===== config.mk =====
export PLATFORM = sky130hd
export DESIGN_NAME = reg_file
export DESIGN_NICKNAME = d
export VERILOG_FILES = /design/src/rtl/reg_file.sv
export SDC_FILE = /design/constraint.sdc
export NUM_CORES = 1
export LEC_CHECK = 0
export CAP_MARGIN = 25
export CORE_MARGIN = 1.5
export CORE_UTILIZATION = 40
export DETAILED_ROUTE_END_ITERATION = 6
export PLACE_DENSITY = 0.75
export SETUP_SLACK_MARGIN = 0.1
export SYNTH_ARGS = -nofsm -noshare
export SYNTH_HDL_FRONTEND = slang
export SYNTH_SLANG_ARGS = --single-unit

===== constraint.sdc =====
create_clock -name clk -period 2.3 [get_ports clk]
set_input_delay 0.69 -clock clk [delete_from_list [all_inputs] [get_ports clk]]
set_output_delay 0.69 -clock clk [all_outputs]
set_load 0.05 [all_outputs]

===== src/rtl/reg_file.sv =====
// rtl/reg_file.sv - register file: one synchronous write port, three combinational read ports
//
// Optional feature: define REG_FILE_BYPASS_EN to forward write_data to
// read_data1/read_data2 when the read address matches an accepted write in
// the same cycle. dbg_data always shows the stored value.
//
// Ports:
//   clk          in   clock, all state updates on rising edge
//   rst_n        in   asynchronous active-low reset
//   reg_write    in   write enable
//   write_addr   in   destination register (register 0 is hardwired to zero)
//   write_data   in   data to write
//   read_addr1   in   source register for operand a
//   read_addr2   in   source register for operand b
//   read_data1   out  operand a
//   read_data2   out  operand b
//   dbg_addr     in   debug read select
//   dbg_data     out  contents of register dbg_addr (never forwarded)
//   written_mask out  bit i set once register i has been written since reset

module reg_file #(
   parameter int DATA_WIDTH = 16,
   parameter int ADDR_WIDTH = 3,
   localparam int NUM_REGS  = 2**ADDR_WIDTH
) (
   input  logic                  clk,
   input  logic                  rst_n,
   input  logic                  reg_write,
   input  logic [ADDR_WIDTH-1:0] write_addr,
   input  logic [DATA_WIDTH-1:0] write_data,
   input  logic [ADDR_WIDTH-1:0] read_addr1,
   input  logic [ADDR_WIDTH-1:0] read_addr2,
   output logic [DATA_WIDTH-1:0] read_data1,
   output logic [DATA_WIDTH-1:0] read_data2,
   input  logic [ADDR_WIDTH-1:0] dbg_addr,
   output logic [DATA_WIDTH-1:0] dbg_data,
   output logic [NUM_REGS-1:0]   written_mask
);

   logic [DATA_WIDTH-1:0] regs [NUM_REGS];
   logic                  write_en;
   logic [DATA_WIDTH-1:0] stored1;
   logic [DATA_WIDTH-1:0] stored2;
   logic [DATA_WIDTH-1:0] stored_dbg;

   // Address 0 never accepts a write, so regs[0] and written_mask[0] stay 0.
   assign write_en = reg_write && (write_addr != '0);

   always_ff @(posedge clk or negedge rst_n) begin
      if (!rst_n) begin
         for (int i = 0; i < NUM_REGS; i++) begin
            regs[i] <= '0;
         end
         written_mask <= '0;
      end else if (write_en) begin
         regs[write_addr]         <= write_data;
         written_mask[write_addr] <= 1'b1;
      end
   end

   always_comb begin
      stored1    = (read_addr1 == '0) ? '0 : regs[read_addr1];
      stored2    = (read_addr2 == '0) ? '0 : regs[read_addr2];
      stored_dbg = (dbg_addr   == '0) ? '0 : regs[dbg_addr];
   end

   // Outputs are forced to zero while reset is held so that a forwarded
   // write_data can never leak out during reset.
   always_comb begin
      read_data1 = '0;
      read_data2 = '0;
      dbg_data   = '0;
      if (rst_n) begin
         dbg_data = stored_dbg;
`ifdef REG_FILE_BYPASS_EN
         read_data1 = (write_en && (read_addr1 == write_addr)) ? write_data : stored1;
         read_data2 = (write_en && (read_addr2 == write_addr)) ? write_data : stored2;
`else
         read_data1 = stored1;
         read_data2 = stored2;
`endif
      end
   end

endmodule

==> summary.md, run 1 <==
| Metric | Value |
|---|---|
| Status | `finished, violations left` |
| Failing checks | `negative setup slack` |
| Syn Area/Cell | `between 10 and 15 sq um` |
| IO Count | `87` |
| Ratio of total power to cell area | `744 nW/um^2` |
| Final hold violations | `0` |
| Slew Viols, Final | `0` |
| Setup violators final | `between 40 and 50` |
| Setup repair after global routing missed its margin | `yes` |
| Fin crit share | `116%` |
| Ys Warns | `0` |
| Ys async rst share | `100%` |
| Syn Nets | `611` |
| CTS tree | `built` |
| Worst Max-Slew Pin Slew | `around 0.51 ns` |
| Most frequent cells in the layout | `mux2_2, dfrtp_1, buf_12` |
| Global-route wire length before repair | `43500 um` |
| Crit path max fanout | `6` |
| FP Rows | `50` |
| Area of the mapped netlist | `7540 sq um` |
| Iter 0 DRT Violations | `466` |
| Hold_ws | `0.0856 ns` |
| GRT overflow | `0` |
| Kind of critical path | `in -> out` |
| Yosys top cell by area | `dfrtp_1` |
| Routed length on met3 | `1880 um` |
| Clock Power Share | `28.5%` |
| Max Fclk | `376 MHz` |
| Seq/Total Area, Yosys | `39.8%` |
| Total GRT Usage | `29.7%` |
| Post-synthesis register bit count | `120` |
| Maximum VDD drop | `slightly above 600 uV` |
| Total iterations of the first detailed-routing run | `5` |
| Wire length per cell | `between 20 and 30 um` |
| Max cap viols | `0` |
| Req. time, crit path | `1.61 ns` |
| Final Worst Setup Slack | `-0.363 ns` |
| Via density | `6.37` |
| Wire length on met1 | `11700 um` |
| Die height | `140 um` |
| Utilization after layout | `70.8%` |
| CTS Buffer Depth | `2` |
| DR DRC count | `0` |
| Top area cells in the synthesized netlist | `dfrtp_1, mux2_2, mux4_2, a221oi_1, mux2_4` |
| Routed wl met2 | `about 14000 um` |
| Internal power | `about 0.0063 W` |
| Number of flops mapped to enable cells by yosys | `0` |
| Diode count | `0` |
| Top layer in use | `met4` |
| Post-layout min period | `2.66 ns` |
| Sequential power share | `32.2%` |
| Main synth FF type | `dfrtp_1` |
| CTS root buffer | `clkbuf_16` |
| WP data arrival | `1.97 ns` |
| Final net count | `a little over 800` |
| Sw frac | `a little over a third` |
| Gate power share | `between 30 and 40%` |
| Net Sw Power | `roughly 0.0035 W` |
| Synthesized instance count | `580` |
| Critical path capture point type | `primary output` |
| Die width | `about 140 um` |
| Slew HR | `66.3%` |
| Port buffer count | `86` |
| Vias in the first global route | `7207` |
| Final Wtd Congestion | `0.850` |
| Largest net degree at the start of global routing | `23` |
| Reg area | `3000 sq um` |
| Clock sinks | `120` |
| Commonest non-fill, non-tap cell in the layout | `mux2_2` |
| Multi-input combinational cell area | `~5900 sq um` |
| Core Box Area | `18600 sq um` |
| Tot Pwr | `0.00979 W` |
| Final WL | `29100 um` |
| Area added between synthesis and finish | `74.4%` |
| Critical path startpoint category | `input port` |
| Post-DP HPWL | `17300 um` |
| Post-Place Setup Slack | `-0.861 ns` |
| Worst-Skew Late Latency | `0.44 ns` |
| Initial core utilization | `40.6%` |
| Layout cells sized above 1 | `77.5%` |
| H-tree depth | `4` |
| CTS Buf Count | `17` |
| Synth cell types | `32` |
| Via count | `between 6k and 7k` |
| Final Skew | `0 ns` |
| Final ANT Viol Nets | `0` |
| Worst Hold Class | `in -> async` |
| Reg clk slew, reported paths | `0.06 ns` |
| Initial antenna violation count | `0` |
| Cts hold-fix bufs | `0` |
| Die area | `19700 sq um` |
| Leak | `5.32 nW` |
| Synth top area share | `39.8%` |
| Layout fillers | `1058` |
## cell usage after synthesis, types with 7 or more instances
| master | n |
|---|---|
| buf_6 | 11 |
| o221ai_1 | 25 |
| buf_2 | 18 |
| buf_4 | 7 |
| dfrtp_1 | 120 |
| nand2_1 | 8 |
| nor2_1 | 37 |
| nand2b_1 | 7 |
| mux4_2 | 21 |
| mux2_1 | 8 |
| a221oi_1 | 37 |
| mux2_4 | 18 |
| mux2_2 | 184 |
| clkbuf_1 | 16 |
| o21ai_0 | 14 |
## per-stage QoR
step	instance area (sq um)	setup TNS [ns]	cells
final	13200	-13.64	1037
after global routing	13200	-14.92	1037
after CTS	12900	-13.72	1026
after detailed placement	11200	-34.59	957
after global placement	11200	-34.73	957
after floorplan	8960	-1.30	580
## cells by family after synthesis
| logic type | share of synthesized area (%) |
|---|---|
| flip-flops | 39.8 |
| AO/OA/AOI/OAI | 10.3 |
| AND/OR/NAND/NOR | 5.74 |
| multiplexers | 39.2 |
| buffers and inverters | 4.88 |
## per-layer routing
layer  up-vias  track usage, %
li1       2718               -
met1      3439            37.5
met2       356            47.4
met3        92            7.25
met4         0            15.2
met5         -               0
## worst paths after layout
check / startpoint / to / slack, ns / cells after the start
hold reg to reg: written_mask[0] / written_mask[0] / 0.37 / 0
min in group clk: written_mask[0] / written_mask[0] / 0.37 / 0
setup / recovery: read_addr1[0] / read_data1[8] / -0.36 / 6
max in group asynchronous: rst_n / regs[12] / 1.43 / 3
hold / removal: rst_n / regs[31] / 0.09 / 1
setup reg to reg: regs[48] / regs[48] / 1.35 / 1
## sequential cells by signal, indices dropped and copies added (netlist names)
register,flops
regs,112
written_mask,8
## final cells by class
type,count,area share [%]
Timing Repair Buffer,245,25.4
Clock buffer,18,3.34
Multi-Input combinational cell,400,44.7
Tap cell,234,2.23
Inverter,6,0.200
Sequential cell,120,22.8
Clock inverter,14,1.25
## power by group through the flow
stage | registers [W] | logic, W | clock network [W]
floorplan | 0.00294 | 0.00230 | 0
global placement | 0.00303 | 0.00320 | 0
detailed placement | 0.00308 | 0.00328 | 0
CTS | 0.00308 | 0.00365 | 0.00278
global route | 0.00319 | 0.00399 | 0.00289
finish | 0.00316 | 0.00384 | 0.00279
## timing repair
action,in CTS,in global routing
resized for setup,142,41
buffers inserted,27,15
setup endpoints to repair,56,48
pin swaps,55,30
cloned,10,0
## worst max-delay path, stage by stage
cell and delay, ns:
buf_12 0.09, buf_12 0.13, buf_6 0.10, mux4_2 0.52
o211a_4 0.29, buf_12 0.15
(Power assumes the default switching activity.)
==> run 2, diff against run 1 <==
--- a/config.mk
+++ b/config.mk
@@ -7,9 +7,10 @@
 export LEC_CHECK = 0
 export CAP_MARGIN = 25
 export CORE_MARGIN = 1.5
-export CORE_UTILIZATION = 40
+export CORE_UTILIZATION = 30
+export CTS_BUF_LIST = sky130_fd_sc_hd__clkbuf_8
 export DETAILED_ROUTE_END_ITERATION = 6
-export PLACE_DENSITY = 0.75
+export PLACE_DENSITY = 0.6
 export SETUP_SLACK_MARGIN = 0.1
 export SYNTH_ARGS = -nofsm -noshare
 export SYNTH_HDL_FRONTEND = slang
==> constraint.sdc (replaced) <==
create_clock -name clk -period 2.85 [get_ports clk]
set_input_delay 0.855 -clock clk [delete_from_list [all_inputs] [get_ports clk]]
set_output_delay 0.855 -clock clk [all_outputs]
set_load 0.05 [all_outputs]
==> summary.md, run 2 (synthesis results as in run 1) <==
| Metric | Value |
|---|---|
| Status | `finished, violations left` |
| Failing checks | `negative setup slack` |
| Reg-to-reg endpoint | `regs[107]` |
| Die height | `162 um (+15%)` |
| Fin crit share | `105%` |
| Setup violators final | `43 (-10%)` |
| Worst r2r path cells | `1 (unchanged)` |
| Clock sinks | `120 (unchanged)` |
| Commonest non-fill, non-tap cell in the layout | `mux2_2` |
| Most frequent cells in the layout | `mux2_2, dfrtp_1, buf_4` |
| Setup TNS | `-2.61 ns (+11.03 ns)` |
| Worst-Skew Late Latency | `0.45 ns (about the same)` |
| Final Worst Setup Slack | `-0.156 ns (+0.207 ns)` |
| Maximum VDD drop | `321 uV (-47%)` |
| Flop2flop setup slack | `1.94 ns (+0.59 ns)` |
| Final hold violations | `0 (unchanged)` |
| Die area | `26100 sq um (+33%)` |
| Via density | `5.60 (-12%)` |
| Final net count | `833 (+1.5%)` |
| Worst Max-Slew Pin Slew | `0.514 ns (+0.00653 ns)` |
| Final WL | `28400 um (-2.4%)` |
| Crit path max fanout | `7 (+1)` |
| Total GRT Usage | `22.1% (-7.6 points)` |
| Ratio of total power to cell area | `566 nW/um^2 (-24%)` |
| Slew HR | `65.6% (-0.68 points)` |
| Worst-path cell chain | `buf_8, buf_8, buf_8, mux2_4, a221o_1, o211a_1, buf_12` |
| Slew Viols, Final | `0 (unchanged)` |
| Initial antenna violation count | `0 (unchanged)` |
| Final Wtd Congestion | `0.849 (-0.18%)` |
| Crit-path slowest cell | `a221o_1` |
| Post-DP HPWL | `17400 um (+0.23%)` |
| Diode count | `0 (unchanged)` |
| Critical path capture point type | `primary output` |
| GRT overflow | `0 (unchanged)` |
| Vias in the first global route | `7015 (-2.7%)` |
| Iter 0 DRT Violations | `444 (-4.7%)` |
| Initial core utilization | `30.8% (-9.8 points)` |
| Max reg flops | `112 (unchanged)` |
| H-tree depth | `4 (unchanged)` |
| Max cap viols | `0 (unchanged)` |
| Leak | `5.17 nW (-2.9%)` |
| Area added between synthesis and finish | `68.2%` |
| CTS tree | `built` |
| IO Count | `87 (unchanged)` |
| Final Skew | `0 ns (unchanged)` |
| Global-route wire length before repair | `43100 um (-0.98%)` |
| CTS Buffer Depth | `2 (unchanged)` |
| R2R Path Start | `regs[107]` |
| Cts hold-fix bufs | `0 (unchanged)` |
| Final ANT Viol Nets | `0 (unchanged)` |
| CTS root buffer | `clkbuf_8` |
| Reg clk slew, reported paths | `0.07 ns (about the same)` |
| Cell repeated most along the worst path | `buf_8` |
| Biggest register | `regs` |
| Req. time, crit path | `2.00 ns (+0.39 ns)` |
| Core Box Area | `24500 sq um (+32%)` |
| Setup repair after global routing missed its margin | `yes` |
| Via count | `6373 (-3.5%)` |
| FP Rows | `57 (+14%)` |
| Wire length per cell | `24.9 um (-11%)` |
| Max incr delay on CP | `0.30 ns (-0.22 ns)` |
| Die width | `162 um (+15%)` |
| Layout cells sized above 1 | `76.4% (-1.0 points)` |
| Post-layout min period | `3.01 ns` |
| Top Registers | `regs (112), written_mask (8)` |
| Port buffer count | `86 (unchanged)` |
| Tot Pwr | `0.00718 W (-27%)` |
| DR DRC count | `0 (unchanged)` |
| Worst Hold Class | `in -> async` |
| Max Fclk | `333 MHz` |
| CTS Buf Count | `17 (unchanged)` |
| Largest net degree at the start of global routing | `26 (+13%)` |
| Kind of critical path | `in -> out` |
| Critical path startpoint category | `input port` |
| WP data arrival | `2.15 ns (+0.18 ns)` |
| Total iterations of the first detailed-routing run | `5 (unchanged)` |
-- run 2: worst max-delay path by stage --
stage                endpoint  slack (ns)  depth (start not counted)           from
6_report        read_data1[3]       -0.16                          7  read_addr1[2]
5_1_grt         read_data1[3]       -0.18                          7  read_addr1[2]
4_1_cts         read_data1[3]       -0.15                          7  read_addr1[2]
3_5_place_dp   read_data1[13]       -0.97                          6  read_addr1[2]
3_3_place_gp   read_data1[12]       -0.91                          6  read_addr1[2]
2_1_floorplan  read_data1[12]       -0.02                          5  read_addr1[2]
-- run 2: what timing repair did --
item                                    CTS  global route
gates resized for setup                 246            27
buffers inserted                         34             6
pin swaps                                64            31
endpoints found under the setup margin   48            48
cloned                                    9             0
-- run 2: worst max-delay path, delay by kind of cell --
family                 cells  cell delay [ns]
buffers and inverters      4             0.54
AO/OA/AOI/OAI              2             0.46
multiplexers               1             0.29
-- run 2: metrics by stage --
stage / std cells / hold WS (ns) / utilization [%] / instance area, sq um / worst slack, ns
floorplan: 580 / 0.491 / - / 7950 / -0.0232
detailed placement: 1061 / 0.371 / 42.7 / 10500 / -0.970
global route: 1139 / 0.241 / 51.9 / 12700 / -0.184
finish: 1139 / 0.259 / 51.9 / 12700 / -0.156
global placement: 1061 / 0.369 / 42.7 / 10500 / -0.913
CTS: 1136 / 0.234 / 51.1 / 12500 / -0.150
-- run 2: layer usage --
metal	wire, um	track usage, %	vias up	share of wire, %
li1	-	-	2734	-
met1	12000	28.1	3359	42
met2	14100	36.6	220	50
met3	1410	4.96	60	5.0
met4	854	8.21	0	3.0
met5	0	0	-	0
-- run 2: report_power, final --
part	internal [W]	leakage [nW]	switching, W
sequential	0.00206	1.42	0.000439
combinational	0.00163	3.54	0.00129
clock	0.000981	0.208	0.000785
-- run 2: cell type report --
cell class | count | area, sq um
inverter | 6 | 30.0
clock buffer | 18 | 248
fill | 1987 | 11800
sequential | 120 | 3000
multi-input combinational | 400 | 5470
timing repair buffer | 257 | 3340
clock inverter | 14 | 198
tap | 324 | 405
